===== src/rtl/cadc_seq_if.sv =====
// Bus bundle between the conversion sequencer and its surroundings.
// The slave modport is the sequencer view. The master modport is the
// controller / analog-front-end / result-consumer view.
// With CADC_SEQ_CONT_EN defined, the bundle also carries the continuous-mode
// request 'cont'.
interface cadc_seq_if;
  logic              start;
  logic              abort;
  logic [2:0]        avg_log2;
  logic signed [7:0] dig_out;
  logic              sample;
  logic              busy;
  logic              res_valid;
  logic              res_ready;
  logic signed [7:0] res_data;
`ifdef CADC_SEQ_CONT_EN
  logic              cont;

  modport master (
    output start, abort, avg_log2, dig_out, res_ready, cont,
    input  sample, busy, res_valid, res_data
  );

  modport slave (
    input  start, abort, avg_log2, dig_out, res_ready, cont,
    output sample, busy, res_valid, res_data
  );
`else
  modport master (
    output start, abort, avg_log2, dig_out, res_ready,
    input  sample, busy, res_valid, res_data
  );

  modport slave (
    input  start, abort, avg_log2, dig_out, res_ready,
    output sample, busy, res_valid, res_data
  );
`endif
endinterface


===== src/rtl/cadc_seq.sv =====
// Counter-ADC conversion sequencer.
// On start, it strobes the analog front-end 2^K times. Each strobe is tracked
// through the fixed LAT-cycle correction latency, and the aligned signed codes
// are summed. The sum is then shifted right by K and offered to the consumer
// over a valid/ready handshake.
// Optional feature macro: CADC_SEQ_CONT_EN. When it is defined, 'cont' lets
// HOLD restart a new burst directly at the handshake.
// LAT must be at least 2, because the last-code detection looks at the
// in-flight bits below the output tap.
module cadc_seq #(
  parameter int LAT     = 7,
  parameter int MAXLOG2 = 4
) (
  input logic      clk,
  input logic      rst,
  cadc_seq_if.slave bus
);

  localparam int AW = 8 + MAXLOG2;
  localparam int CW = MAXLOG2 + 1;
  localparam logic [2:0] MAXK = 3'(MAXLOG2);

  typedef enum logic [1:0] {IDLE, SAMPLE, DRAIN, HOLD} state_t;

  state_t state, state_next;

  logic [2:0]           k;
  logic [2:0]           k_clamped;
  logic [CW-1:0]        cnt;
  logic [CW-1:0]        n_val;
  logic [LAT-1:0]       inflight;
  logic signed [AW-1:0] acc;
  logic signed [AW-1:0] acc_next;
  logic signed [7:0]    res_data_q;

  logic tap;
  logic last_strobe;
  logic last_acc;
  logic sample_i;
  logic busy_i;
  logic valid_i;
  logic begin_burst;
  logic clr;
  logic load_res;

  assign k_clamped   = (bus.avg_log2 > MAXK) ? MAXK : bus.avg_log2;
  assign n_val       = CW'(1) << k;
  assign last_strobe = (cnt == n_val - CW'(1));
  assign tap         = inflight[LAT-1];
  // The code arriving at the tap is the final one when nothing else is still in flight behind it.
  assign last_acc    = tap && (inflight[LAT-2:0] == '0);
  assign acc_next    = tap ? (acc + {{(AW-8){bus.dig_out[7]}}, bus.dig_out}) : acc;

  assign bus.sample    = sample_i;
  assign bus.busy      = busy_i;
  assign bus.res_valid = valid_i;
  assign bus.res_data  = res_data_q;

  // State register.
  always_ff @(posedge clk) begin
    if (rst) state <= IDLE;
    else     state <= state_next;
  end

  // Next-state and output decode; abort outranks the normal SAMPLE/DRAIN exits.
  always_comb begin
    state_next  = state;
    sample_i    = 1'b0;
    busy_i      = 1'b1;
    valid_i     = 1'b0;
    begin_burst = 1'b0;
    clr         = 1'b0;
    load_res    = 1'b0;
    case (state)
      IDLE: begin
        busy_i = 1'b0;
        if (bus.start) begin
          state_next  = SAMPLE;
          begin_burst = 1'b1;
        end
      end
      SAMPLE: begin
        sample_i = 1'b1;
        if (bus.abort) begin
          state_next = IDLE;
          clr        = 1'b1;
        end else if (last_strobe) begin
          state_next = DRAIN;
        end
      end
      DRAIN: begin
        if (bus.abort) begin
          state_next = IDLE;
          clr        = 1'b1;
        end else if (last_acc) begin
          state_next = HOLD;
          load_res   = 1'b1;
        end
      end
      HOLD: begin
        valid_i = 1'b1;
        if (bus.res_ready) begin
`ifdef CADC_SEQ_CONT_EN
          if (bus.cont) begin
            state_next  = SAMPLE;
            begin_burst = 1'b1;
          end else begin
            state_next = IDLE;
          end
`else
          state_next = IDLE;
`endif
        end
      end
      default: state_next = IDLE;
    endcase
  end

  // Burst datapath: the exponent latch, strobe counter, in-flight tracker, accumulator and result register.
  always_ff @(posedge clk) begin
    if (rst) begin
      k          <= '0;
      cnt        <= '0;
      inflight   <= '0;
      acc        <= '0;
      res_data_q <= '0;
    end else begin
      if (begin_burst) k <= k_clamped;

      if (begin_burst)   cnt <= '0;
      else if (sample_i) cnt <= cnt + CW'(1);

      if (clr) inflight <= '0;
      else     inflight <= {inflight[LAT-2:0], sample_i};

      if (clr || begin_burst) acc <= '0;
      else                    acc <= acc_next;

      if (load_res) res_data_q <= 8'(acc_next >>> k);
    end
  end

endmodule

===== src/flat_wrapper.sv =====
// flat-port wrapper written by rule: the top's interface ports become plain ports
module cadc_seq_flat 
#(
  parameter int LAT     = 7,
  parameter int MAXLOG2 = 4
)
  (clk, rst, bus_start, bus_abort, bus_avg_log2, bus_dig_out, bus_res_ready, bus_sample, bus_busy, bus_res_valid, bus_res_data);
  cadc_seq_if bus_i ();
  input logic clk;
  input logic rst;
  input wire logic [$bits(bus_i.start)-1:0] bus_start;
  input wire logic [$bits(bus_i.abort)-1:0] bus_abort;
  input wire logic [$bits(bus_i.avg_log2)-1:0] bus_avg_log2;
  input wire logic [$bits(bus_i.dig_out)-1:0] bus_dig_out;
  input wire logic [$bits(bus_i.res_ready)-1:0] bus_res_ready;
  output wire logic [$bits(bus_i.sample)-1:0] bus_sample;
  output wire logic [$bits(bus_i.busy)-1:0] bus_busy;
  output wire logic [$bits(bus_i.res_valid)-1:0] bus_res_valid;
  output wire logic [$bits(bus_i.res_data)-1:0] bus_res_data;
  assign bus_i.start = bus_start;
  assign bus_i.abort = bus_abort;
  assign bus_i.avg_log2 = bus_avg_log2;
  assign bus_i.dig_out = bus_dig_out;
  assign bus_i.res_ready = bus_res_ready;
  assign bus_sample = bus_i.sample;
  assign bus_busy = bus_i.busy;
  assign bus_res_valid = bus_i.res_valid;
  assign bus_res_data = bus_i.res_data;
  cadc_seq #(.LAT(LAT), .MAXLOG2(MAXLOG2)) u_core (.clk(clk), .rst(rst), .bus(bus_i));
endmodule

===== config.mk =====
export PLATFORM = sky130hd
export DESIGN_NAME = cadc_seq_flat
export DESIGN_NICKNAME = d
export VERILOG_FILES = /design/src/rtl/cadc_seq_if.sv /design/src/rtl/cadc_seq.sv /design/src/flat_wrapper.sv
export SDC_FILE = /design/constraint.sdc
export NUM_CORES = 1
export LEC_CHECK = 0
export BUFFER_PORTS_ARGS = -buffer_cell sky130_fd_sc_hd__buf_2
export CAP_MARGIN = 20
export CORE_AREA = 4 4 77 86
export CTS_CLUSTER_DIAMETER = 60
export DETAILED_ROUTE_END_ITERATION = 10
export DIE_AREA = 0 0 81 90
export PLACE_DENSITY = 0.61
export SETUP_SLACK_MARGIN = 0.15
export SYNTH_ARGS = -nofsm -noshare
export SYNTH_HDL_FRONTEND = slang
export SYNTH_SLANG_ARGS = --single-unit

===== constraint.sdc =====
create_clock -name clk -period 7.46 [get_ports clk]
set_input_delay 1.492 -clock clk [delete_from_list [all_inputs] [get_ports clk]]
set_output_delay 1.492 -clock clk [all_outputs]
set_load 0.1 [all_outputs]

==> impl_summary.txt <==
----------------------------------------------------
[Status]
  Result of the run ... complete, no violations

[Timing]
  RSZ-0062 raised after global routing ... false
  F_max ... approximately 0.26 GHz
  Relative slew margins ... 0.4980
  Worst Skew ... 0.006926 ns
  Setup TNS ... 0 ns
  Final-report setup violation count ... 0
  Final hold violation count ... 0
  Number of pins exceeding their max-slew limit in the final report ... 0
  Transition time of the tightest slew-check pin ... 0.7502 ns
  Fraction of the cycle the final worst path needs ... 0.5180
  Crit path time final ... 3.865 ns

[Clock network]
  Clock-pin transition on the worst setup and hold timing paths ... 0.07 ns
  Hold buffers post-CTS ... 0
  Clock tree from TritonCTS ... done
  Root Driver ... sky130_fd_sc_hd__clkbuf_8
  Number of levels the H-tree was split into ... 2
  Clock net sink count ... 37
  Number of CTS-inserted buffers ... 5
  Clk Latency, worst-skew pair ... 0.29 ns
  Resized Gates After CTS ... 0
  Number of setup buffers added after CTS ... 0
  Clock Path Buffers ... 2

[Global route]
  Total routing usage reported by global routing ... 0.1704
  Wire length of the first global-routing pass ... 10090 um
  Pin count of the biggest net entering global routing ... 23
  Sum of overflow across all layers after global routing ... 0
  Via count of the first global-routing pass ... 2141
  Antenna violations before repair ... 0

[Yosys]
  Synth Area per Inst ... between 8 and 9 um^2
  Seq/Total Area, Yosys ... 0.2932
  Leading area contributor after synthesis ... sky130_fd_sc_hd__dfxtp_1
  Top flip-flop cell by instance count after synthesis ... sky130_fd_sc_hd__dfxtp_1
  Post-synth top cells ... 39 x sky130_fd_sc_hd__nor2_1, 37 x sky130_fd_sc_hd__dfxtp_1, 19 x sky130_fd_sc_hd__a21oi_1, 18 x sky130_fd_sc_hd__ha_1, 16 x sky130_fd_sc_hd__nand2_1
  Portion of synthesized cell area occupied by the leading cell type ... 0.2932
  Number of standard cells after synthesis ... just over 300
  YS warnings ... 0
  Share of flip-flops with an asynchronous set or reset ... 0
  Most common cell in the synthesized netlist ... sky130_fd_sc_hd__nor2_1
  Distinct cell type count after synthesis ... 55
  Synthesized Nets ... 343
  Number of storage elements in the synthesis netlist ... 37
  Cell types with the largest area share after synthesis ... sky130_fd_sc_hd__dfxtp_1 29%, sky130_fd_sc_hd__ha_1 8.9%, sky130_fd_sc_hd__nor2_1 5.8%, sky130_fd_sc_hd__a211oi_1 4.2%, sky130_fd_sc_hd__a21oi_1 3.8%
  Synth Cell Area ... 0.002526 mm^2
  EDFF count, synth ... 0

[Power and ir drop]
  Areal power density over the cells ... 158.4 mW/mm^2
  Overall power of the completed layout ... between 0.4 and 0.5 mW
  Cell Int Power ... 0.2988 mW
  Power share of the sequential group ... 0.480
  Switching power share of the total ... 0.3202
  Combinational share of power ... 0.224
  Switching power ... around 0.14 mW
  Peak supply drop ... 0.1068 mV
  Power share of the clock group ... 0.297
  Static leakage power ... 1.107 nW

[Layout]
  Sequential cell area ... 740.7 um^2
  Final core area utilization ... 0.4841
  Count of filler cells inserted in the layout ... 614
  Area overhead of the layout relative to synthesis ... 9.856%
  Multi-input gate area in the final layout ... 0.001674 mm^2
  Net count of the finished layout ... 362
  ANT cells ... 0
  Share of final-layout standard cells stronger than drive strength 1 ... 0.1319

[Die]
  Die width ... between 80 and 90 um
  Starting density of the core ... 0.4406
  Count of pins on the block boundary ... 27
  Die area ... approximately 0.0073 mm^2
  Floorplan row count ... 29
  Height of the chip ... roughly 90 um
  Floorplan core area ... 0.005733 mm^2

[Route]
  First-pass DRT Iterations ... 5
  Count of unresolved DRC violations after routing ... 0
  Routed wire length per instance ... 14.53 um
  Routed via count divided by cell count ... 5.531
  Antenna-violating nets left ... 0
  Starting DRC count in detailed routing ... 113
  Total Routed Length ... 5854 um
  Detailed-route via count ... 2229

[Worst setup path]
  Maximum fanout along the worst path ... 5
  Slowest stage cell on the critical path ... sky130_fd_sc_hd__mux4_2
  Critical path data required time ... 7.66 ns
  Critical Path Start Type ... input pin
  Kind of critical path ... input pin to register
  CP peak stage delay ... 0.52 ns
  Crit path arrival time ... 4.07 ns
  Element type at the critical path end ... register
  Ordered cell list for the critical path ... buf_2 -> ha_1 -> inv_1 -> fa_1 -> nor2b_1 -> o31a_1 -> o2111a_1 -> or3_1 -> a31oi_1 -> mux4_2 -> and2_1 -> o32ai_1

[Placement]
  Final GP Congestion ... 0.7908
  Number of I/O port buffers ... 26
  Detailed placer's ending HPWL ... 4353 um

[Run]
  Number of max-capacitance violations reported ... 0

[Min path]
  Tightest Hold Check Type ... register to register

----------------------------------------------------
-- routing by layer --
metal,wire length (um),GRT usage,share of wire,up-vias
met4,74,0.04225,0.013,0
li1,-,-,-,1166
met3,241,0.03400,0.041,7
met2,2834,0.2849,0.48,44
met1,2703,0.2212,0.46,1012
met5,0,0,0,-
-- critical path, delay by kind of cell --
| kind | cells | cell delay, ns |
|---|---|---|
| multiplexers | 1 | 0.52 |
| buffers and inverters | 2 | 0.14 |
| AND/OR/NAND/NOR | 3 | 0.45 |
| adder cells (fa/ha/maj) | 2 | 0.57 |
| AO/OA/AOI/OAI | 4 | 0.88 |
-- final cells by class --
| type | count | share of cell area |
|---|---|---|
| Sequential cell | 37 | 0.2669 |
| Clock inverter | 1 | 0.001803 |
| Timing Repair Buffer | 27 | 0.04959 |
| Multi-Input combinational cell | 242 | 0.6032 |
| Clock buffer | 5 | 0.02480 |
| Tap cell | 77 | 0.03472 |
| Inverter | 14 | 0.01894 |
-- power groups by stage --
| stage | combinational, mW | clock, mW | sequential [mW] |
|---|---|---|---|
| floorplan | 0.0829 | 0 | 0.210 |
| global placement | 0.0980 | 0 | 0.215 |
| detailed placement | 0.0981 | 0 | 0.215 |
| CTS | 0.0988 | 0.135 | 0.211 |
| global route | 0.109 | 0.144 | 0.212 |
| finish | 0.0983 | 0.131 | 0.211 |
-- per-stage QoR --
step	cell area [um^2]	hold slack [ns]	setup slack, ns	std cells
2_1_floorplan	2526	0.4302	3.641	308
3_3_place_gp	2701	0.4367	3.392	397
3_5_place_dp	2701	0.4466	3.312	397
4_1_cts	2775	0.4613	3.600	403
5_1_grt	2775	0.4923	3.436	403
6_report	2775	0.4593	3.595	403
-- flip-flops by register name (all words and copies together) (netlist names) --
signal and flops:
u_core.cnt 5, u_core.k 3, u_core.inflight 7, u_core.bus.res_data 8, u_core.state 2, u_core.acc 12
-- cells by family (layout without fill, tap and decap cells) --
group,after synthesis,count (layout),share of synthesized area
AO/OA/AOI/OAI,78,78,0.2169
XOR/XNOR,9,9,0.03121
adder cells (fa/ha/maj),19,19,0.09708
buffers and inverters,29,47,0.04408
flip-flops,37,37,0.2932
multiplexers,15,15,0.07132
AND/OR/NAND/NOR,121,121,0.2462
-- cells in the final DEF, fill, tap and decap left out, types with 3 or more instances in the layout --
master and instances:
sky130_fd_sc_hd__nor4_1 3, sky130_fd_sc_hd__nor3_1 8, sky130_fd_sc_hd__o21ai_0 9, sky130_fd_sc_hd__clkbuf_8 5
sky130_fd_sc_hd__o21a_1 4, sky130_fd_sc_hd__and2_1 9, sky130_fd_sc_hd__nand2b_1 9, sky130_fd_sc_hd__dfxtp_1 37
sky130_fd_sc_hd__xor2_1 3, sky130_fd_sc_hd__nand4_1 6, sky130_fd_sc_hd__nor3b_1 7, sky130_fd_sc_hd__nor2_1 39
sky130_fd_sc_hd__nor2b_1 7, sky130_fd_sc_hd__nand2_1 16, sky130_fd_sc_hd__mux2i_1 9, sky130_fd_sc_hd__xnor2_1 6
sky130_fd_sc_hd__nand3_1 6, sky130_fd_sc_hd__or3_1 4, sky130_fd_sc_hd__a21oi_1 19, sky130_fd_sc_hd__mux2_2 4
sky130_fd_sc_hd__a21o_1 3, sky130_fd_sc_hd__buf_2 26, sky130_fd_sc_hd__a211oi_1 14, sky130_fd_sc_hd__inv_1 13
sky130_fd_sc_hd__ha_1 18
-- worst paths after layout --
kind | startpoint | end | slack (ns) | depth (start not counted)
max | bus_dig_out[0] | u_core.bus.res_data[3] | 3.60 | 12
max reg2reg | u_core.k[1] | u_core.state[1] | 3.90 | 11
min | u_core.inflight[1] | u_core.inflight[2] | 0.46 | 1
min reg2reg | u_core.inflight[1] | u_core.inflight[2] | 0.46 | 1
No activity file was read; power rests on OpenSTA's default activity.
